--- src/rtl/fb_pkg.sv ---
// Shared frame-buffer constants, pixel/state types and the BRAM address packer
// for the 128x128x12-bit BGR write engine.
package fb_pkg;

   localparam int FB_W  = 128;
   localparam int FB_H  = 128;
   localparam int AW    = 14;
   localparam int DW    = 12;
   localparam int COORD = 7;

   typedef logic [DW-1:0] pixel_t;

   typedef enum logic [1:0] {
      ST_IDLE     = 2'd0,
      ST_WAIT_SOF = 2'd1,
      ST_STREAM   = 2'd2,
      ST_FILL     = 2'd3
   } state_t;

   // FB_W is a power of two, so row*FB_W+col is a plain concatenation.
   function automatic logic [AW-1:0] pack_addr(input logic [COORD-1:0] row,
                                               input logic [COORD-1:0] col);
      return {row, col};
   endfunction

endpackage

--- src/rtl/bram_pixel_writer_if.sv ---
// Raster pixel stream into the frame-buffer writer. A beat transfers on a rising
// edge where s_valid && s_ready; s_ready never depends on s_valid.
interface bram_pixel_writer_if;

   logic                    s_valid;
   logic                    s_ready;
   logic [fb_pkg::DW-1:0]   s_data;
   logic                    s_sof;

   modport master (output s_valid, output s_data, output s_sof, input s_ready);
   modport slave  (input s_valid, input s_data, input s_sof, output s_ready);

endinterface

--- src/rtl/fb_window_scan.sv ---
// Column/row walker over the latched window: emits the address and last-pixel
// flag for the current (or origin) position and advances in raster order.
module fb_window_scan
   import fb_pkg::*;
(
   input  logic             clk,
   input  logic             reset,
   input  logic             load,
   input  logic [COORD-1:0] x0,
   input  logic [COORD-1:0] y0,
   input  logic [7:0]       w,
   input  logic [7:0]       h,
   input  logic             advance,
   input  logic             from_origin,
   output logic [AW-1:0]    addr,
   output logic             last
);

   logic [COORD-1:0] x0_q, y0_q;
   logic [7:0]       w_q, h_q;
   logic [7:0]       c_q, r_q;
   logic [7:0]       c_d, r_d;
   logic [7:0]       pos_c, pos_r;
   logic             col_end;

   // from_origin lets a start-of-frame beat be addressed at (0,0) this cycle.
   always_comb begin
      pos_c   = from_origin ? 8'd0 : c_q;
      pos_r   = from_origin ? 8'd0 : r_q;
      col_end = (pos_c == (w_q - 8'd1));
      last    = col_end && (pos_r == (h_q - 8'd1));
      addr    = pack_addr(y0_q + pos_r[COORD-1:0], x0_q + pos_c[COORD-1:0]);
      if (col_end) begin
         c_d = 8'd0;
         r_d = pos_r + 8'd1;
      end else begin
         c_d = pos_c + 8'd1;
         r_d = pos_r;
      end
   end

   always_ff @(posedge clk or posedge reset) begin
      if (reset) begin
         x0_q <= '0;
         y0_q <= '0;
         w_q  <= '0;
         h_q  <= '0;
         c_q  <= '0;
         r_q  <= '0;
      end else if (load) begin
         x0_q <= x0;
         y0_q <= y0;
         w_q  <= w;
         h_q  <= h;
         c_q  <= '0;
         r_q  <= '0;
      end else if (advance) begin
         c_q  <= c_d;
         r_q  <= r_d;
      end
   end

endmodule

--- src/rtl/bram_pixel_writer.sv ---
// Write-side engine for the frame buffer: turns a raster stream or a solid fill
// into registered BRAM writes confined to a validated rectangular window.
module bram_pixel_writer
   import fb_pkg::*;
(
   input  logic                 clk,
   input  logic                 reset,
   input  logic [COORD-1:0]     win_x0,
   input  logic [COORD-1:0]     win_y0,
   input  logic [7:0]           win_w,
   input  logic [7:0]           win_h,
   input  logic                 start,
   input  logic                 fill,
   input  pixel_t               fill_color,
   bram_pixel_writer_if.slave   s,
   output logic                 wr_en,
   output logic [AW-1:0]        wr_addr,
   output pixel_t               wr_data,
   output logic                 busy,
   output logic                 frame_done,
   output logic                 sof_err,
   output logic                 cfg_err,
   output state_t               dbg_state
);

   state_t          state_q, state_d;
   logic            wr_en_q, wr_en_d;
   logic [AW-1:0]   wr_addr_q, wr_addr_d;
   pixel_t          wr_data_q, wr_data_d;
   pixel_t          fill_color_q, fill_color_d;
   logic            frame_done_q, frame_done_d;
   logic            sof_err_q, sof_err_d;
   logic            cfg_err_q, cfg_err_d;

   logic            scan_load, scan_advance, scan_from_origin;
   logic [AW-1:0]   scan_addr;
   logic            scan_last;
   logic            accept;
   logic            win_bad;
   logic [8:0]      x_end, y_end;

   fb_window_scan u_scan (
      .clk         (clk),
      .reset       (reset),
      .load        (scan_load),
      .x0          (win_x0),
      .y0          (win_y0),
      .w           (win_w),
      .h           (win_h),
      .advance     (scan_advance),
      .from_origin (scan_from_origin),
      .addr        (scan_addr),
      .last        (scan_last)
   );

   assign s.s_ready = (state_q == ST_WAIT_SOF) || (state_q == ST_STREAM);
   assign accept    = s.s_valid && s.s_ready;

   // 9-bit sums so x0+w = 128 is legal and anything beyond is caught.
   assign x_end   = {2'b00, win_x0} + {1'b0, win_w};
   assign y_end   = {2'b00, win_y0} + {1'b0, win_h};
   assign win_bad = (win_w == 8'd0) || (win_h == 8'd0) ||
                    (x_end > 9'd128) || (y_end > 9'd128);

   always_comb begin
      state_d          = state_q;
      scan_load        = 1'b0;
      scan_advance     = 1'b0;
      scan_from_origin = 1'b0;
      wr_en_d          = 1'b0;
      wr_addr_d        = wr_addr_q;
      wr_data_d        = wr_data_q;
      fill_color_d     = fill_color_q;
      frame_done_d     = 1'b0;
      sof_err_d        = 1'b0;
      cfg_err_d        = 1'b0;

      unique case (state_q)
         ST_IDLE: begin
            if (fill || start) begin
               if (win_bad) begin
                  cfg_err_d = 1'b1;
               end else begin
                  scan_load = 1'b1;
                  if (fill) begin
                     fill_color_d = fill_color;
                     state_d      = ST_FILL;
                  end else begin
                     state_d      = ST_WAIT_SOF;
                  end
               end
            end
         end

         ST_WAIT_SOF: begin
            if (accept && s.s_sof) begin
               scan_advance     = 1'b1;
               scan_from_origin = 1'b1;
               wr_en_d          = 1'b1;
               wr_addr_d        = scan_addr;
               wr_data_d        = s.s_data;
               frame_done_d     = scan_last;
               state_d          = scan_last ? ST_IDLE : ST_STREAM;
            end
         end

         ST_STREAM: begin
            if (accept) begin
               // A stray start-of-frame restarts the window at its origin.
               scan_advance     = 1'b1;
               scan_from_origin = s.s_sof;
               sof_err_d        = s.s_sof;
               wr_en_d          = 1'b1;
               wr_addr_d        = scan_addr;
               wr_data_d        = s.s_data;
               frame_done_d     = scan_last;
               if (scan_last) state_d = ST_IDLE;
            end
         end

         ST_FILL: begin
            scan_advance = 1'b1;
            wr_en_d      = 1'b1;
            wr_addr_d    = scan_addr;
            wr_data_d    = fill_color_q;
            frame_done_d = scan_last;
            if (scan_last) state_d = ST_IDLE;
         end

         default: state_d = ST_IDLE;
      endcase
   end

   always_ff @(posedge clk or posedge reset) begin
      if (reset) begin
         state_q      <= ST_IDLE;
         wr_en_q      <= 1'b0;
         wr_addr_q    <= '0;
         wr_data_q    <= '0;
         fill_color_q <= '0;
         frame_done_q <= 1'b0;
         sof_err_q    <= 1'b0;
         cfg_err_q    <= 1'b0;
      end else begin
         state_q      <= state_d;
         wr_en_q      <= wr_en_d;
         wr_addr_q    <= wr_addr_d;
         wr_data_q    <= wr_data_d;
         fill_color_q <= fill_color_d;
         frame_done_q <= frame_done_d;
         sof_err_q    <= sof_err_d;
         cfg_err_q    <= cfg_err_d;
      end
   end

   assign wr_en      = wr_en_q;
   assign wr_addr    = wr_addr_q;
   assign wr_data    = wr_data_q;
   assign frame_done = frame_done_q;
   assign sof_err    = sof_err_q;
   assign cfg_err    = cfg_err_q;
   assign busy       = (state_q != ST_IDLE);
   assign dbg_state  = state_q;

endmodule

--- src/flat_wrapper.sv ---
// flat-port wrapper written by rule: the top's interface ports become plain ports
module bram_pixel_writer_flat import fb_pkg::*;
  (clk, reset, win_x0, win_y0, win_w, win_h, start, fill, fill_color, wr_en, wr_addr, wr_data, busy, frame_done, sof_err, cfg_err, dbg_state, s_s_valid, s_s_data, s_s_sof, s_s_ready);
  bram_pixel_writer_if s_i ();
  input  logic clk;
  input  logic reset;
  input  logic [COORD-1:0] win_x0;
  input  logic [COORD-1:0] win_y0;
  input  logic [7:0] win_w;
  input  logic [7:0] win_h;
  input  logic start;
  input  logic fill;
  input  pixel_t fill_color;
  output logic wr_en;
  output logic [AW-1:0] wr_addr;
  output pixel_t wr_data;
  output logic busy;
  output logic frame_done;
  output logic sof_err;
  output logic cfg_err;
  output state_t dbg_state;
  input wire logic [$bits(s_i.s_valid)-1:0] s_s_valid;
  input wire logic [$bits(s_i.s_data)-1:0] s_s_data;
  input wire logic [$bits(s_i.s_sof)-1:0] s_s_sof;
  output wire logic [$bits(s_i.s_ready)-1:0] s_s_ready;
  assign s_i.s_valid = s_s_valid;
  assign s_i.s_data = s_s_data;
  assign s_i.s_sof = s_s_sof;
  assign s_s_ready = s_i.s_ready;
  bram_pixel_writer u_core (.clk(clk), .reset(reset), .win_x0(win_x0), .win_y0(win_y0), .win_w(win_w), .win_h(win_h), .start(start), .fill(fill), .fill_color(fill_color), .s(s_i), .wr_en(wr_en), .wr_addr(wr_addr), .wr_data(wr_data), .busy(busy), .frame_done(frame_done), .sof_err(sof_err), .cfg_err(cfg_err), .dbg_state(dbg_state));
endmodule
--- config.mk ---
export PLATFORM = sky130hd
export DESIGN_NAME = bram_pixel_writer_flat
export DESIGN_NICKNAME = d
export VERILOG_FILES = /design/src/rtl/fb_pkg.sv /design/src/rtl/bram_pixel_writer_if.sv /design/src/rtl/fb_window_scan.sv /design/src/rtl/bram_pixel_writer.sv /design/src/flat_wrapper.sv
export SDC_FILE = /design/constraint.sdc
export NUM_CORES = 1
export LEC_CHECK = 0
export BUFFER_PORTS_ARGS = -buffer_cell sky130_fd_sc_hd__buf_4
export CAP_MARGIN = 10
export CORE_MARGIN = 2
export CORE_UTILIZATION = 30
export CTS_CLUSTER_DIAMETER = 150
export CTS_CLUSTER_SIZE = 8
export DETAILED_ROUTE_END_ITERATION = 16
export GPL_ROUTABILITY_DRIVEN = 1
export PLACE_DENSITY_LB_ADDON = 0.1
export SYNTH_ARGS = -nofsm -noshare
export SYNTH_HDL_FRONTEND = slang
export SYNTH_HIERARCHICAL = 1
export SYNTH_SLANG_ARGS = --single-unit
--- constraint.sdc ---
create_clock -name clk -period 8.4 [get_ports clk]
set_input_delay 0.84 -clock clk [delete_from_list [all_inputs] [get_ports clk]]
set_output_delay 0.84 -clock clk [all_outputs]
set_load 0.03 [all_outputs]
==> results of run 1 <==
worst max-delay path, delay by kind of cell (launching register included):
family	cells	cell delay (ns)
buffers and inverters	2	0.42
muxes	2	0.46
AOI/OAI and AO/OA	2	0.96
DFF	1	0.43
and+or+nand+nor	6	1.35
xor gates and xnor gates	2	0.34
adders and majority gates	1	0.35
per-layer routing:
metal / track usage / vias to the layer above
met5: 0 / -
met3: 0.0307 / 15
met2: 0.256 / 76
met4: 0.0568 / 0
li1: - / 2168
met1: 0.189 / 2166
logic make-up (layout without fill, tap and decap cells):
| logic type | after synthesis | in the layout |
|---|---|---|
| AND/OR/NAND/NOR | 153 | 153 |
| AO/OA/AOI/OAI | 121 | 121 |
| flip-flops | 90 | 90 |
| multiplexers | 73 | 73 |
| buffers and inverters | 39 | 134 |
| adder cells (fa/ha/maj) | 38 | 38 |
| XOR/XNOR | 33 | 33 |
registers in the layout, summed over array words and instances (netlist names), 2 cells and up:
name	count
u_core/dbg_state	2
u_core/u_scan/w_q	8
u_core/u_scan/x0_q	7
u_core/u_scan/h_q	8
u_core/u_scan/y0_q	7
u_core/fill_color_q	12
u_core/u_scan/c_q	8
u_core/u_scan/r_q	8
u_core/wr_data	12
u_core/wr_addr	14
power by group through the flow:
stage	clock [mW]	sequential (mW)	combinational (mW)
2_1_floorplan	0	0.871	0.699
3_3_place_gp	0	0.773	1.11
3_5_place_dp	0	0.775	1.12
4_1_cts	0.439	0.771	1.13
5_1_grt	0.453	0.795	1.23
6_report	0.418	0.767	1.11
cells in the mapped netlist, types with 2 or more instances:
master and instances:
o211a_1 4, nor2_1 38, mux2i_1 18, nor3b_1 5, nor3_1 11, and3_1 6
and2_1 5, a211o_1 5, nand4_1 5, a21oi_1 45, nand3_1 17, o211ai_1 2
fa_1 4, a22oi_1 2, inv_1 20, mux2_2 45, nand2_1 24, ha_1 34
o21bai_1 4, or3_1 2, clkbuf_1 17, o2111ai_1 2, nor4b_1 2, xnor2_1 20
o21a_1 2, o22ai_1 2, a31oi_1 5, xor2_1 11, a32oi_1 2, nor4b_4 2
nor4_1 9, xnor3_1 2, nor2b_1 16, a21o_1 8, a211oi_1 3, o21ai_0 22
nand2b_1 3, mux2_4 10, dfrtp_1 90
area by class of cell:
type / count / area share
multi-input combinational: 418 / 0.473
sequential: 90 / 0.324
timing repair buffer: 99 / 0.107
tap: 234 / 0.0421
clock buffer: 9 / 0.0324
clock inverter: 6 / 0.0108
inverter: 20 / 0.0108
through the flow:
step,util,worst slack (ns),instances
2_1_floorplan,-,4.20,547
3_3_place_gp,0.356,3.59,861
3_5_place_dp,0.356,3.52,861
4_1_cts,0.372,3.90,876
5_1_grt,0.372,3.64,876
6_report,0.372,3.99,876
worst paths after layout:
| check | end | slack (ns) |
|---|---|---|
| max | u_core/dbg_state[1] | 3.99 |
| min | u_core/wr_addr[6] | 0.51 |
| max reg2reg | u_core/dbg_state[1] | 3.99 |
| min in group asynchronous | u_core/u_scan/r_q[4] | 0.68 |
| max in group asynchronous | u_core/wr_addr[3] | 7.07 |
| min reg2reg | u_core/wr_addr[6] | 0.51 |
cell usage in the layout (no fill, tap or decap), drive strengths merged, types with 7 or more instances in the layout:
master	Yosys	routed
buf	2	99
dfrtp	90	90
mux2	55	55
a21oi	46	46
nor2	38	38
ha	34	34
nand2	24	24
o21ai	23	23
inv	20	22
xnor2	20	20
mux2i	18	18
nand3	17	17
nor2b	17	17
nor3	11	11
xor2	11	11
clkbuf	17	9
nor4	9	9
a21o	9	9
and3	7	7
and2	7	7
==> results by group, run 1 <==
Die
  – Num ports: 94
  – FP Rows: 50
  – Starting Density: 0.305
  – Core area: 18700 sq um
  – Chip width: 142 um
  – Die height: 142 um
  – Die area: 20100 sq um

Detailed routing
  – Top Layer Used: met4
  – Post-route ant nets: 0
  – Metal2 WL: 7080 um
  – DR iter-0 viols: 145
  – Wire length per cell: 16.3 um
  – # DRC: 0
  – Routed wl met3: 447 um
  – Drt first pass iters: 4
  – Vias: 4425
  – WL met1: 6430 um
  – Vias per Instance: 5.05
  – DRT Wirelength: 14300 um

STA
  – # setup viols final: 0
  – Fin. max-slew vios: 0
  – Peak Freq: 0.227 GHz
  – Tightest Pin Transition: 0.959 ns
  – Hold Slack: 0.509 ns
  – Final Hold Viols: 0
  – Post-route clock period utilization: 0.525
  – RSZ-0062 raised after global routing: no
  – Crit path time final: 4.41 ns
  – Clock skew: 0.00717 ns
  – Sum Neg Setup Slack: 0 ns
  – Slew headroom: 0.360

Synthesis
  – Synth Area in Simple Gates: 0.147
  – Sequential area share after synthesis: 0.395
  – Synth area leader: dfrtp_1
  – Compound-Gate Fraction of Synth Area: 0.138
  – Post-synthesis mux area share: 0.147
  – Synth top area share: 0.395
  – Synth Warn #: 6
  – Top cells by area, synth: dfrtp_1 39%, mux2_2 8.9%, ha_1 7.5%
  – Yosys reg bits: 90
  – EDFF count, synth: 0
  – Synth unique cells: 62
  – Main combinational cell family by area after synthesis: simple AND/OR/NAND/NOR gates
  – Post-Syn Instances: 547
  – Async S/R FF share, synth: 1.00
  – Adder-cell share of the synthesized area: 0.0886
  – Cell area after synthesis: 5700 sq um
  – Top_reg_cell synth: dfrtp_1
  – Synth Area in XOR/XNOR: 0.0555
  – Avg Inst Size Synth: 10.4 sq um
  – Syn nets: 645

Clock tree
  – Hold buffers post-CTS: 0
  – Depth of the CTS H-tree: 3
  – Clock Path Buffers: 2
  – Clk_lat worst skew: 0.35 ns
  – CTS root buf: clkbuf_16
  – TritonCTS clock tree: built
  – CTS sink count: 90
  – Clock slew at reported path FFs: 0.07 ns
  – Post-CTS setup repair buffer count: 0
  – Post_cts resized: 0
  – Total CTS buffers: 9

Critical path
  – Crit path DAT: 4.68 ns
  – R2r startpoint: u_core/dbg_state[1]
  – Cell with the largest stage delay on the worst path: a211oi_1
  – Crit path kind: register to register
  – Worst path cell trace: inv_1 > ha_1 > nand3_1 > nor2_1 > buf_4 > nor2b_1 > xor2_1 > xnor2_1 > nor4b_4 > nand2_1 > a211oi_1 > o211a_1 > and2_1 > mux2_2 > mux2i_1
  – Critical path origin: u_core/dbg_state[1]
  – CP Max Fanout: 27
  – Worst Reg-to-Reg Cells: 15
  – Worst EP required: 8.67 ns
  – Startpoint class of the critical path: register
  – Worst setup EP type: register
  – Worst path max stage delay: 0.66 ns

Cells and area
  – Layout area overhead: 21.9%
  – Layout cells sized above 1: 0.285
  – Sequential Area: 2250 sq um
  – # nets final: 736
  – Fillers: 1861
  – Footprint of the multi-input gates: 3290 sq um
  – Ant diodes: 0
  – Post-route cell area: 6960 sq um

Place
  – Area post-placement: 6660 sq um
  – Number of port buffers: 93
  – Dpl hpwl: 10700 um
  – Global placer's final weighted congestion: 0.823

GRT
  – Tot GR Track Use: 0.151
  – Largest net degree at the start of global routing: 54
  – Initial antenna violation count: 0
  – Overflow after GRT: 0
  – Vias in the first global route: 4640
  – First-pass GRT wire length: 24000 um

Power
  – Cell Pwr Density: 330 nW/um^2
  – Total power: 2.30 mW
  – Net Switching: 0.914 mW
  – P_int: 1.38 mW
  – Logic gate share of total power: 0.484
  – VDD IR max: 0.174 mV
  – Leakage: 3.12 nW
  – Seq pwr share: 0.334
  – Switching share of power: 0.398
  – Clk pwr share: 0.182

Hold path
  – HP Class: register to register
  – Number of cells on the worst hold path: 1
  – HP Start: u_core/wr_addr[6]

Outcome
  – Outcome: finished, final reports clean

Flow run
  – MaxCap Viol Count: 0
(Power assumes the default switching activity.)
==> run 2: changes to the inputs <==
--- a/config.mk
+++ b/config.mk
@@ -5,6 +5,7 @@
 export SDC_FILE = /design/constraint.sdc
 export NUM_CORES = 1
 export LEC_CHECK = 0
+export ABC_AREA = 1
 export BUFFER_PORTS_ARGS = -buffer_cell sky130_fd_sc_hd__buf_4
 export CAP_MARGIN = 10
 export CORE_MARGIN = 2
==> constraint.sdc (replaced) <==
create_clock -name clk -period 3.9 [get_ports clk]
set_input_delay 0.39 -clock clk [delete_from_list [all_inputs] [get_ports clk]]
set_output_delay 0.39 -clock clk [all_outputs]
set_load 0.03 [all_outputs]
==> run 2 against run 1 <==
  * Worst hold slack worse by 0.26 ns
  * Final area up 5.3%
  * Register-to-register slack lost 3.5 ns
==> results by group, run 2 <==
Place
  – Number of port buffers: 93
  – Global placer's final weighted congestion: 0.803
  – Area post-placement: 6980 sq um
  – Worst slack, placed: 0.384 ns
  – Dpl hpwl: 12400 um
  – Placed Cells: 1157

Detailed routing
  – Drt first pass iters: 5
  – Vias per Instance: 4.47
  – Vias: 5244
  – Post-route ant nets: 0
  – Wire length per cell: 13.5 um
  – # DRC: 0
  – DR iter-0 viols: 194
  – DRT Wirelength: 15800 um

Critical path
  – Crit path kind: register to register
  – Flop2flop setup slack: 0.46 ns
  – Worst Reg-to-Reg Cells: 21
  – Startpoint class of the critical path: register
  – Crit path DAT: 3.69 ns
  – Worst EP required: 4.14 ns
  – CP Max Fanout: 17
  – Worst setup EP type: register

Clock tree
  – Post_cts resized: 0
  – Clock slew at reported path FFs: 0.06 ns
  – CTS root buf: clkbuf_16
  – Hold buffers post-CTS: 0
  – Clock Path Buffers: 2
  – Total CTS buffers: 9
  – Clk_lat worst skew: 0.35 ns
  – Post-CTS setup repair buffer count: 0
  – Depth of the CTS H-tree: 3
  – CTS sink count: 90
  – TritonCTS clock tree: built

Cells and area
  – Layout area overhead: 22.0%
  – Fillers: 2149
  – # nets final: 1001
  – Utilization after layout: 0.375
  – Layout cells sized above 1: 0.197
  – Non-filler instance count after layout: 1172
  – Most common cell after layout, fill and taps aside: nand2_1
  – Most frequent cells in the layout: 269 x nand2_1, 101 x buf_4, 90 x dfrtp_1
  – Ant diodes: 0
  – Footprint of the multi-input gates: 3280 sq um
  – Max FFs per register: 14
  – Sequential Area: 2250 sq um
  – Post-route cell area: 7330 sq um

Die
  – Num ports: 94
  – Core area: 19500 sq um
  – Die height: 146 um
  – Chip width: 146 um
  – FP Rows: 51
  – Starting Density: 0.308
  – Die area: 21200 sq um

Synthesis
  – Synth Warn #: 6
  – Most common cell in the netlist: nand2_1
  – Top post-synthesis cells by count: 269 x nand2_1, 90 x dfrtp_1, 83 x inv_1
  – Yosys reg bits: 90
  – Post-Syn Instances: 810
  – EDFF count, synth: 0
  – Sequential area share after synthesis: 0.375
  – Synth area leader: dfrtp_1
  – Cell area after synthesis: 6010 sq um
  – Async S/R FF share, synth: 1.00
  – Avg Inst Size Synth: 7.42 sq um
  – Syn nets: 908
  – Top cells by area, synth: dfrtp_1 37%, nand2_1 17%, ha_1 7.1%
  – Top_reg_cell synth: dfrtp_1
  – Synth top area share: 0.375
  – Synth unique cells: 34

GRT
  – Vias in the first global route: 5121
  – Overflow after GRT: 0
  – Initial antenna violation count: 0
  – Largest net degree at the start of global routing: 47
  – Tot GR Track Use: 0.156
  – First-pass GRT wire length: 26600 um

STA
  – RSZ-0062 raised after global routing: no
  – Peak Freq: 0.290 GHz
  – Clock skew: 0.00557 ns
  – Slew headroom: 0.317
  – # setup viols final: 0
  – Post-route clock period utilization: 0.883
  – Hold Slack: 0.252 ns
  – Post-route setup slack: 0.456 ns
  – Sum Neg Setup Slack: 0 ns
  – Crit path time final: 3.44 ns
  – Tightest Pin Transition: 1.02 ns
  – Final Hold Viols: 0
  – Fin. max-slew vios: 0

Hold path
  – HP Class: input port to register
  – Number of cells on the worst hold path: 3

Power
  – Logic gate share of total power: 0.507
  – Seq pwr share: 0.306
  – P_int: 2.96 mW
  – Total power: 5.36 mW
  – Net Switching: 2.41 mW
  – VDD IR max: 0.257 mV
  – Leakage: 3.93 nW
  – Clk pwr share: 0.187
  – Cell Pwr Density: 732 nW/um^2
  – Switching share of power: 0.449

Outcome
  – Outcome: finished, final reports clean

Flow run
  – MaxCap Viol Count: 0
[run 2: path summary, 6_finish.rpt]
check,to,start
setup reg to reg,u_core/dbg_state[1],u_core/dbg_state[0]
hold / removal,u_core/u_scan/y0_q[4],win_y0[4]
min in group asynchronous,u_core/wr_addr[2],reset
max in group asynchronous,u_core/u_scan/x0_q[4],reset
setup / recovery,u_core/dbg_state[1],u_core/dbg_state[0]
hold reg to reg,u_core/wr_addr[10],u_core/wr_addr[10]
[run 2: cells by family after synthesis]
logic type | count (synthesis) | synth area share
and+or+nand+nor | 454 | 0.327
buffers and inverters | 115 | 0.0800
DFF | 90 | 0.375
AOI/OAI and AO/OA | 78 | 0.0827
adders and majority gates | 38 | 0.0842
xor gates and xnor gates | 35 | 0.0510
[run 2: worst max-delay path, cell delays in order (launching register included)]
cell      delay [ns]
dfrtp_1         0.42
inv_1           0.08
ha_1            0.30
nand2_1         0.07
nor2_1          0.15
inv_2           0.06
o21ai_0         0.29
inv_2           0.24
nand2_2         0.16
inv_2           0.07
nand2_1         0.06
nand2_1         0.06
nor2_2          0.12
nand2_2         0.09
nor2_8          0.15
nand2_2         0.17
nor2_1          0.25
a21oi_1         0.08
a211oi_2        0.29
nand2_1         0.11
nand2_1         0.06
nand2_1         0.05
[run 2: power groups by stage]
stage	clock network, mW	logic [mW]	registers, mW
after CTS	1.04	2.75	1.64
after detailed placement	0	2.75	1.66
after floorplan	0	1.75	1.85
after global routing	1.07	3.09	1.70
after global placement	0	2.76	1.65
final	1.00	2.72	1.64
[run 2: final cells by class]
cell class	instances	share of cell area
Clock buffer	9	0.0307
Clock inverter	6	0.0157
Inverter	96	0.0492
Multi-Input combinational cell	605	0.448
Sequential cell	90	0.307
Tap cell	265	0.0453
Timing Repair Buffer	101	0.103
[run 2: per-layer routing]
| metal | GRT usage | routed length, um |
|---|---|---|
| met2 | 0.234 | 6720 |
| met4 | 0.0613 | 264 |
| met1 | 0.227 | 8340 |
| met5 | 0 | 0 |
| met3 | 0.0201 | 491 |
==> run 3: changes to the inputs <==
--- a/config.mk
+++ b/config.mk
@@ -8,12 +8,14 @@
 export ABC_AREA = 1
 export BUFFER_PORTS_ARGS = -buffer_cell sky130_fd_sc_hd__buf_4
 export CAP_MARGIN = 10
+export CORE_ASPECT_RATIO = 1.1
 export CORE_MARGIN = 2
 export CORE_UTILIZATION = 30
 export CTS_CLUSTER_DIAMETER = 150
 export CTS_CLUSTER_SIZE = 8
 export DETAILED_ROUTE_END_ITERATION = 16
 export GPL_ROUTABILITY_DRIVEN = 1
+export MAX_ROUTING_LAYER = met4
 export PLACE_DENSITY_LB_ADDON = 0.1
 export SYNTH_ARGS = -nofsm -noshare
 export SYNTH_HDL_FRONTEND = slang
==> run 3 against run 2 <==
  * Cell count down 0.85%
  * Final area down 0.43%
  * Routed wire length down 0.90%
  * Utilization down 0.54 points
  * Register-to-register slack worse by 0.02 ns
  * Die area about the same
  * Critical endpoint is now u_core/dbg_state[0]
==> results by group, run 3 (synthesis gave the netlist of run 2 again) <==
Cells and area
  – Most common cell after layout, fill and taps aside: nand2_1
  – Most frequent cells in the layout: 269 x nand2_1, 103 x buf_4, 90 x dfrtp_1
  – Max FFs per register: 14
  – # nets final: 1003
  – Ant diodes: 0
  – Layout area overhead: 21.5%
  – Layout cells sized above 1: 0.200
  – Fillers: 2160

Place
  – Global placer's final weighted congestion: 0.851
  – Worst slack, placed: 0.300 ns
  – Number of port buffers: 93
  – Dpl hpwl: 12500 um

Die
  – Die height: 152 um
  – Starting Density: 0.304
  – Num ports: 94
  – Chip width: 139 um
  – Die area: 21200 sq um
  – Core area: 19700 sq um
  – FP Rows: 54

Power
  – P_int: 2.87 mW
  – Switching share of power: 0.457
  – Seq pwr share: 0.309
  – VDD IR max: 0.323 mV
  – Leakage: 3.92 nW
  – Cell Pwr Density: 724 nW/um^2
  – Net Switching: 2.41 mW
  – Logic gate share of total power: 0.518
  – Clk pwr share: 0.173

STA
  – Slew headroom: 0.354
  – Final Hold Viols: 0
  – Peak Freq: 0.289 GHz
  – Post-route clock period utilization: 0.888
  – Fin. max-slew vios: 0
  – Clock skew: 0.00582 ns
  – RSZ-0062 raised after global routing: no
  – Sum Neg Setup Slack: 0 ns
  – Post-route setup slack: 0.436 ns
  – Crit path time final: 3.46 ns
  – Tightest Pin Transition: 0.969 ns
  – # setup viols final: 0

Detailed routing
  – Drt first pass iters: 4
  – # DRC: 0
  – DRT Wirelength: 15700 um
  – Vias per Instance: 4.50
  – DR iter-0 viols: 234
  – Wire length per cell: 13.5 um
  – Post-route ant nets: 0
  – Vias: 5234

Critical path
  – Levels on crit path: 21
  – Cell with the largest stage delay on the worst path: dfrtp_1
  – Worst setup EP type: register
  – Worst Reg-to-Reg Cells: 21
  – Startpoint class of the critical path: register
  – CP delay by family, top: simple AND/OR/NAND/NOR gates
  – Worst EP required: 4.14 ns
  – Crit path kind: register to register
  – CP most frequent cell: nand2_1
  – Worst path cell trace: inv_1 > ha_1 > nand2_1 > nor2_1 > inv_2 > o21ai_0 > inv_2 > nand2_1 > nand2_1 > nand2_1 > inv_1 > nand2_1 > nand3_2 > nor2_8 > nand2_2 > nor2_1 > a21oi_1 > a211oi_2 > nand2_1 > nand2_1 > nand2_1
  – Crit path DAT: 3.70 ns
  – CP Max Fanout: 17
  – Buf+Inv Stages, Crit Path: 4
  – Worst path max stage delay: 0.43 ns

Outcome
  – Outcome: finished, final reports clean

Clock tree
  – Clock slew at reported path FFs: 0.07 ns
  – Clk_lat worst skew: 0.35 ns
  – Clock Path Buffers: 2
  – CTS sink count: 90
  – CTS root buf: clkbuf_16
  – Depth of the CTS H-tree: 3
  – Hold buffers post-CTS: 0
  – Total CTS buffers: 9
  – TritonCTS clock tree: built

GRT
  – First-pass GRT wire length: 27000 um
  – Overflow after GRT: 0
  – Largest net degree at the start of global routing: 45
  – Initial antenna violation count: 0
  – Vias in the first global route: 5283
  – Tot GR Track Use: 0.161

Hold path
  – HP Class: input port to asynchronous set/reset pin

Flow run
  – MaxCap Viol Count: 0
[run 3: worst paths after layout]
path	start	slack (ns)	to
max in group asynchronous	reset	3.01	u_core/dbg_state[0]
max	u_core/dbg_state[0]	0.44	u_core/dbg_state[0]
max reg2reg	u_core/dbg_state[0]	0.44	u_core/dbg_state[0]
min	reset	0.03	u_core/u_scan/x0_q[0]
min reg2reg	u_core/wr_addr[0]	0.47	u_core/wr_addr[0]
min in group clk	win_x0[5]	0.26	u_core/u_scan/x0_q[5]
[run 3: cell type report]
class,instances,area (sq um),share of cell area
clock buffers,10,239,0.0328
clock inverters,6,71.3,0.00978
inverters,96,360,0.0494
multi-input cells,605,3280,0.450
flip-flops and latches,90,2250,0.309
well taps,252,315,0.0432
repair buffers,103,773,0.106
[run 3: repair_timing]
action	in CTS	in global routing
buffers inserted	0	0
resized for setup	0	1
endpoints found under the setup margin	0	2
[run 3: power groups by stage]
stage / registers [mW] / clock network (mW) / logic [mW]
after detailed placement: 1.65 / 0 / 2.77
final: 1.63 / 0.916 / 2.73
after global placement: 1.64 / 0 / 2.77
after CTS: 1.64 / 0.953 / 2.78
after floorplan: 1.85 / 0 / 1.75
after global routing: 1.69 / 0.994 / 3.13
[run 3: metal layers]
metal | track usage | routed length (um) | vias up
li1 | - | - | 2768
met1 | 0.226 | 8070 | 2358
met2 | 0.242 | 6940 | 95
met3 | 0.0270 | 482 | 13
met4 | 0.0423 | 187 | 0
met5 | - | 0 | -
[run 3: through the flow]
step | power (mW) | instance area, sq um | std cells | util | hold slack (ns)
after global placement | 4.41 | 6980 | 1146 | 0.354 | 0.407
after detailed placement | 4.41 | 6980 | 1146 | 0.354 | 0.410
after floorplan | 3.60 | 6010 | 810 | - | 0.448
after global routing | 5.82 | 7300 | 1162 | 0.370 | 0.0461
after CTS | 5.37 | 7290 | 1162 | 0.370 | 0.0308
final | 5.28 | 7300 | 1162 | 0.370 | 0.0298
